--- config.mk ---
export PLATFORM = sky130hd
export DESIGN_NAME = ibex_register_file_mp
export DESIGN_NICKNAME = d
export VERILOG_FILES = /design/src/rtl/ibex_register_file_mp.sv
export SDC_FILE = /design/constraint.sdc
export NUM_CORES = 2
export LEC_CHECK = 0
export CAP_MARGIN = 5
export CORE_UTILIZATION = 40
export CTS_CLUSTER_DIAMETER = 200
export DETAILED_ROUTE_END_ITERATION = 8
export HOLD_SLACK_MARGIN = 0.06
export SLEW_MARGIN = 10
export SYNTH_ARGS = -nofsm -noshare
export SYNTH_HDL_FRONTEND = slang
export SYNTH_SLANG_ARGS = --single-unit
--- constraint.sdc ---
create_clock -name clk_i -period 3.8 [get_ports clk_i]
set_clock_uncertainty 0.05 [all_clocks]
set_input_delay 0.95 -clock clk_i [delete_from_list [all_inputs] [get_ports clk_i]]
set_output_delay 0.95 -clock clk_i [all_outputs]
set_load 0.02 [all_outputs]
--- src/rtl/ibex_register_file_mp.sv ---
// Multi-port register file with hardwired x0, reset-free storage and a scrub FSM that zeroes it.
// Optional same-cycle write-to-read bypass is enabled by defining IBEX_RF_WRITE_BYPASS_EN.
module ibex_register_file_mp #(
  parameter bit RV32E         = 1'b0,
  parameter int DataWidth     = 32,
  parameter int NumReadPorts  = 2,
  parameter int NumWritePorts = 2
) (
  input  logic                               clk_i,
  input  logic                               rst_ni,
  input  logic                               test_en_i,
  input  logic                               scrub_req_i,
  output logic                               ready_o,
  input  logic [NumReadPorts*5-1:0]          raddr_i,
  output logic [NumReadPorts*DataWidth-1:0]  rdata_o,
  input  logic [NumWritePorts*5-1:0]         waddr_i,
  input  logic [NumWritePorts*DataWidth-1:0] wdata_i,
  input  logic [NumWritePorts-1:0]           we_i,
  output logic                               wr_collide_o
);

  localparam int NumWords = RV32E ? 16 : 32;
  localparam int AddrW    = RV32E ? 4 : 5;
  localparam logic [AddrW-1:0] CntOne  = {{(AddrW-1){1'b0}}, 1'b1};
  localparam logic [AddrW-1:0] CntLast = {AddrW{1'b1}};
  localparam logic [AddrW-1:0] IdxZero = {AddrW{1'b0}};

  if (NumReadPorts < 1 || NumReadPorts > 4) begin : gen_bad_read_ports
    $error("ibex_register_file_mp: NumReadPorts must be in 1..4");
  end
  if (NumWritePorts < 1 || NumWritePorts > 2) begin : gen_bad_write_ports
    $error("ibex_register_file_mp: NumWritePorts must be in 1..2");
  end

  typedef enum logic {SCRUB = 1'b0, READY = 1'b1} state_e;

  state_e            state;
  state_e            state_next;
  logic [AddrW-1:0]  scrub_cnt;
  logic [AddrW-1:0]  scrub_cnt_next;
  logic [DataWidth-1:0] mem [NumWords];
  logic [AddrW-1:0]  ridx [NumReadPorts];
  logic [AddrW-1:0]  widx [NumWritePorts];
  logic [NumWritePorts-1:0] wact;
  logic              unused_inputs;

  // Bit 4 of every address is dropped in RV32E, so x16..x31 alias onto x0..x15.
  assign unused_inputs = test_en_i ^ (^raddr_i) ^ (^waddr_i);
  assign ready_o       = (state == READY);

  // Decode register indices and qualify write ports (x0 and scrub suppress writes).
  always_comb begin
    for (int p = 0; p < NumReadPorts; p++) begin
      ridx[p] = raddr_i[5*p +: AddrW];
    end
    for (int w = 0; w < NumWritePorts; w++) begin
      widx[w] = waddr_i[5*w +: AddrW];
      wact[w] = we_i[w] && (widx[w] != IdxZero) && (state == READY);
    end
  end

  // Scrub FSM next-state logic.
  always_comb begin
    state_next     = state;
    scrub_cnt_next = scrub_cnt;
    case (state)
      SCRUB: begin
        scrub_cnt_next = scrub_cnt + CntOne;
        if (scrub_cnt == CntLast) begin
          state_next = READY;
        end else begin
          state_next = SCRUB;
        end
      end
      READY: begin
        if (scrub_req_i) begin
          state_next     = SCRUB;
          scrub_cnt_next = CntOne;
        end else begin
          state_next     = READY;
        end
      end
      default: begin
        state_next     = SCRUB;
        scrub_cnt_next = CntOne;
      end
    endcase
  end

  // Scrub FSM state register.
  always_ff @(posedge clk_i or negedge rst_ni) begin
    if (!rst_ni) begin
      state     <= SCRUB;
      scrub_cnt <= CntOne;
    end else begin
      state     <= state_next;
      scrub_cnt <= scrub_cnt_next;
    end
  end

  // Storage: no reset; scrub zeroes it, later ports override earlier ones on the same index.
  always_ff @(posedge clk_i) begin
    if (state == SCRUB) begin
      mem[scrub_cnt] <= {DataWidth{1'b0}};
    end else begin
      for (int w = 0; w < NumWritePorts; w++) begin
        if (wact[w]) begin
          mem[widx[w]] <= wdata_i[DataWidth*w +: DataWidth];
        end
      end
    end
  end

  // Combinational read ports.
  always_comb begin
    rdata_o = {(NumReadPorts*DataWidth){1'b0}};
    for (int p = 0; p < NumReadPorts; p++) begin
      if ((state == READY) && (ridx[p] != IdxZero)) begin
        rdata_o[DataWidth*p +: DataWidth] = mem[ridx[p]];
`ifdef IBEX_RF_WRITE_BYPASS_EN
        for (int w = 0; w < NumWritePorts; w++) begin
          if (wact[w] && (widx[w] == ridx[p])) begin
            rdata_o[DataWidth*p +: DataWidth] = wdata_i[DataWidth*w +: DataWidth];
          end else begin
            rdata_o[DataWidth*p +: DataWidth] = rdata_o[DataWidth*p +: DataWidth];
          end
        end
`endif
      end else begin
        rdata_o[DataWidth*p +: DataWidth] = {DataWidth{1'b0}};
      end
    end
  end

  // Same-index write collision flag (wact already excludes x0 and scrub).
  always_comb begin
    wr_collide_o = 1'b0;
    for (int i = 0; i < NumWritePorts; i++) begin
      for (int j = i + 1; j < NumWritePorts; j++) begin
        wr_collide_o = wr_collide_o | (wact[i] & wact[j] & (widx[i] == widx[j]));
      end
    end
  end

endmodule
==> results.cfg <==
[outcome]
status = finished with violations
violations = negative setup slack

[yosys]
synth_edf_count = 1024
avgSynthCellArea_um2 = 12.04
synth_xor_xnor_area_share_pct = 0.08811
synthAdderAreaFrac_pct = 0.04196
yosysUniqueCellTypes = 51
synth_area_leaders = edfxtp_1 (52%), mux4_2 (9.6%), mux2i_1 (8.7%)
synth_cells = 4952
synth_top_family_by_area = multiplexers
yosys.area.top_type = edfxtp_1
syn-num-nets = 5044
synthArstFlopShare_pct = 0.5825
synth_compound_area_share_pct = 10.84
yosys-mux-area-fraction_pct = 24.91
synth_area_um2 = 59640
yosys.area_share.simple_pct = 7.607
synth_ff_type = edfxtp_1
ys_seq_area_share_pct = 51.81
synth_top_area_share_pct = 51.56
yosys_register_bits = 1030
yosysWarnings = 0

[final_layout]
most-common-layout-cells = edfxtp_1 (1024), nand2_1 (741), o21ai_0 (643)
final_core_util_pct = 49.38
mostFrequentLayoutCell = edfxtp_1
fin_nets = 5376
final_cells = 7310
areaGrowthSynthToFinish_pct = 22.41
layout-drive-gt1-share_pct = 30.44
nFillCells = 12759

[floorplan]
ios = 156
start_util_pct = 40.34
core-area_um2 = 147800
rows = 141
dieArea_um2 = 150700
die_h_um = 388.1
die_w_um = 388.1

[timing]
rsz0062_at_grt = yes
slew_headroom_pct = 20.56
post-route-worst-setup-slack_ps = -137.8
final.period_utilization_pct = 103.6
hold_viol = 0
fin_crit_ps = 3938
final-setup-viol-count = 26
fin_hold_ws_ps = 435.3
slew_violations = 0
tightest_slew_ps = 1188
tns_ps = -1387
fmax_mhz = 253.9

[critical_path]
r2r_slack_ps = 930
r2r-start = ready_o
crit_path_max_fanout = 6
cp-start-kind = input pin
r2r_end = mem[19][5]
cp_cell_sequence = buf_16 -> buf_16 -> buf_6 -> mux4_2 -> a22o_4 -> a31oi_4 -> nand4_1 -> buf_6 -> buf_4
crit_arrival_ps = 2940
r2r_cells = 7
slowest_delay_ps = 510
endpoint = rdata_o[50]
cp.required_ps = 2800
cp_slowest_cell = mux4_2
cp-startpoint = raddr_i[5]
setup.worst_path.end_class = primary output
crit_type = input pin to primary output

[global_routing]
grt_use_total_pct = 31.85
grt_util_met3_pct = 5.777
first_global_vias = 46048
antenna_found_initial = 6
busiest_layer = met2
overflow = 0
grt_use_met2_pct = 48.82
grt_pass1_wl_um = 341600
global_route.usage.met1_pct = 42.59
grt_max_degree = 65

[routing]
routed_wl_um = 245100
dr.pass1.iters = 8
drc = 0
antenna_left = 0
routed-via-count = 47682
drt-vias-per-instance = 6.523
drtIter0Drc = 7040
wire_per_inst_um = 33.54

[clocking]
clk_pin_slew_ps = 50
cts-root-buf = clkbuf_16
cts_sinks = 1030
numCtsBuffers = 112
clk_path_buf_depth = 3
clock_latency_ps = 710
tritoncts = yes
htreeDepth = 3

[run]
maxCapViolCount = 0

[place]
gp_congestion = 0.9286
dp.cells = 7019
hpwl_um = 156700
io_buffers = 154

[pwr]
pwr_density_cell_nw_per_um2 = 443.8
leakagePower_nw = 26.80
vdd_ir_drop_max_mv = 0.3806
finalPower_mw = 32.40

[hold_path]
hold_class = input pin to asynchronous set/reset pin
[synthesized netlist by cell type (6+ instances only)]
| master | number |
|---|---|
| edfxtp_1 | 1024 |
| nand2_1 | 748 |
| o21ai_0 | 654 |
| mux2i_1 | 519 |
| mux2_2 | 352 |
| clkbuf_1 | 326 |
| a22oi_1 | 259 |
| buf_2 | 254 |
| mux4_2 | 253 |
| nand3_1 | 141 |
| a31oi_1 | 67 |
| nand4_1 | 66 |
| a22o_1 | 62 |
| inv_1 | 40 |
| nor3_1 | 27 |
| nor2_1 | 26 |
| buf_1 | 16 |
| o21bai_1 | 16 |
| buf_4 | 12 |
| nor2b_1 | 10 |
| and2_1 | 9 |
| a21o_1 | 6 |
| nand2b_1 | 6 |
[area by class of cell]
type                       count  area (um^2)  area share, %
timing repair buffer         827         9235          12.65
antenna                        5        12.51        0.01714
clock inverter                62        500.5         0.6855
clock buffer                 143         2919          3.998
tap                         1930         2415          3.308
inverter                      40        150.1         0.2056
multi-input combinational   3273        26880          36.81
sequential                  1030        30900          42.33
[worst max-delay path: cells and delay by family]
family,cells,cell delay (ps)
mux,1,510
buf+inv,5,780
compound gates,2,450
simple gates,1,230
[registers in the layout, summed over array words and instances, names as in the netlist]
| name | cells |
|---|---|
| ready_o | 1 |
| scrub_cnt | 5 |
| mem | 1024 |
[worst min path at each step]
stage                  from           end  slack (ps)  cells after the start
3_3_place_gp   scrub_cnt[0]  scrub_cnt[0]         510                      1
6_report             rst_ni  scrub_cnt[3]         440                      1
4_1_cts              rst_ni  scrub_cnt[4]         410                      1
2_1_floorplan  scrub_cnt[0]  scrub_cnt[0]         490                      1
3_5_place_dp   scrub_cnt[0]  scrub_cnt[0]         510                      1
5_1_grt              rst_ni  scrub_cnt[4]         450                      1
[stage by stage]
stage	cell area, um^2	worst slack (ps)
floorplan	59680	-758.0
global placement	67900	-1036
detailed placement	67900	-1036
CTS	72540	-106.3
global route	73010	-152.4
finish	73010	-137.8
[cell families after synthesis]
logic type	after synthesis
AND/OR/NAND/NOR	1060
AO/OA/AOI/OAI	1081
flip-flops	1030
adder cells (fa/ha/maj)	2
multiplexers	1124
XOR/XNOR	6
buffers and inverters	649
[what timing repair did]
action,in CTS,in global routing
endpoints found under the setup margin,65,49
cloned,10,1
gates resized for setup,221,68
buffers inserted,45,30
pin swaps,66,45
hold buffers,0,0
[per-layer routing]
metal,wire length [um],vias to the layer above
met5,46,-
met4,15910,6
met3,28360,778
met2,109000,3395
met1,91830,23894
li1,-,19609
[power by group]
part	switching [mW]	internal (mW)	total, mW	leakage, nW
sequential	0.601	14.1	14.7	9.57
combinational	4.38	2.77	7.14	15.6
clock	4.80	5.76	10.6	1.67
No activity file was read; power rests on OpenSTA's default activity.
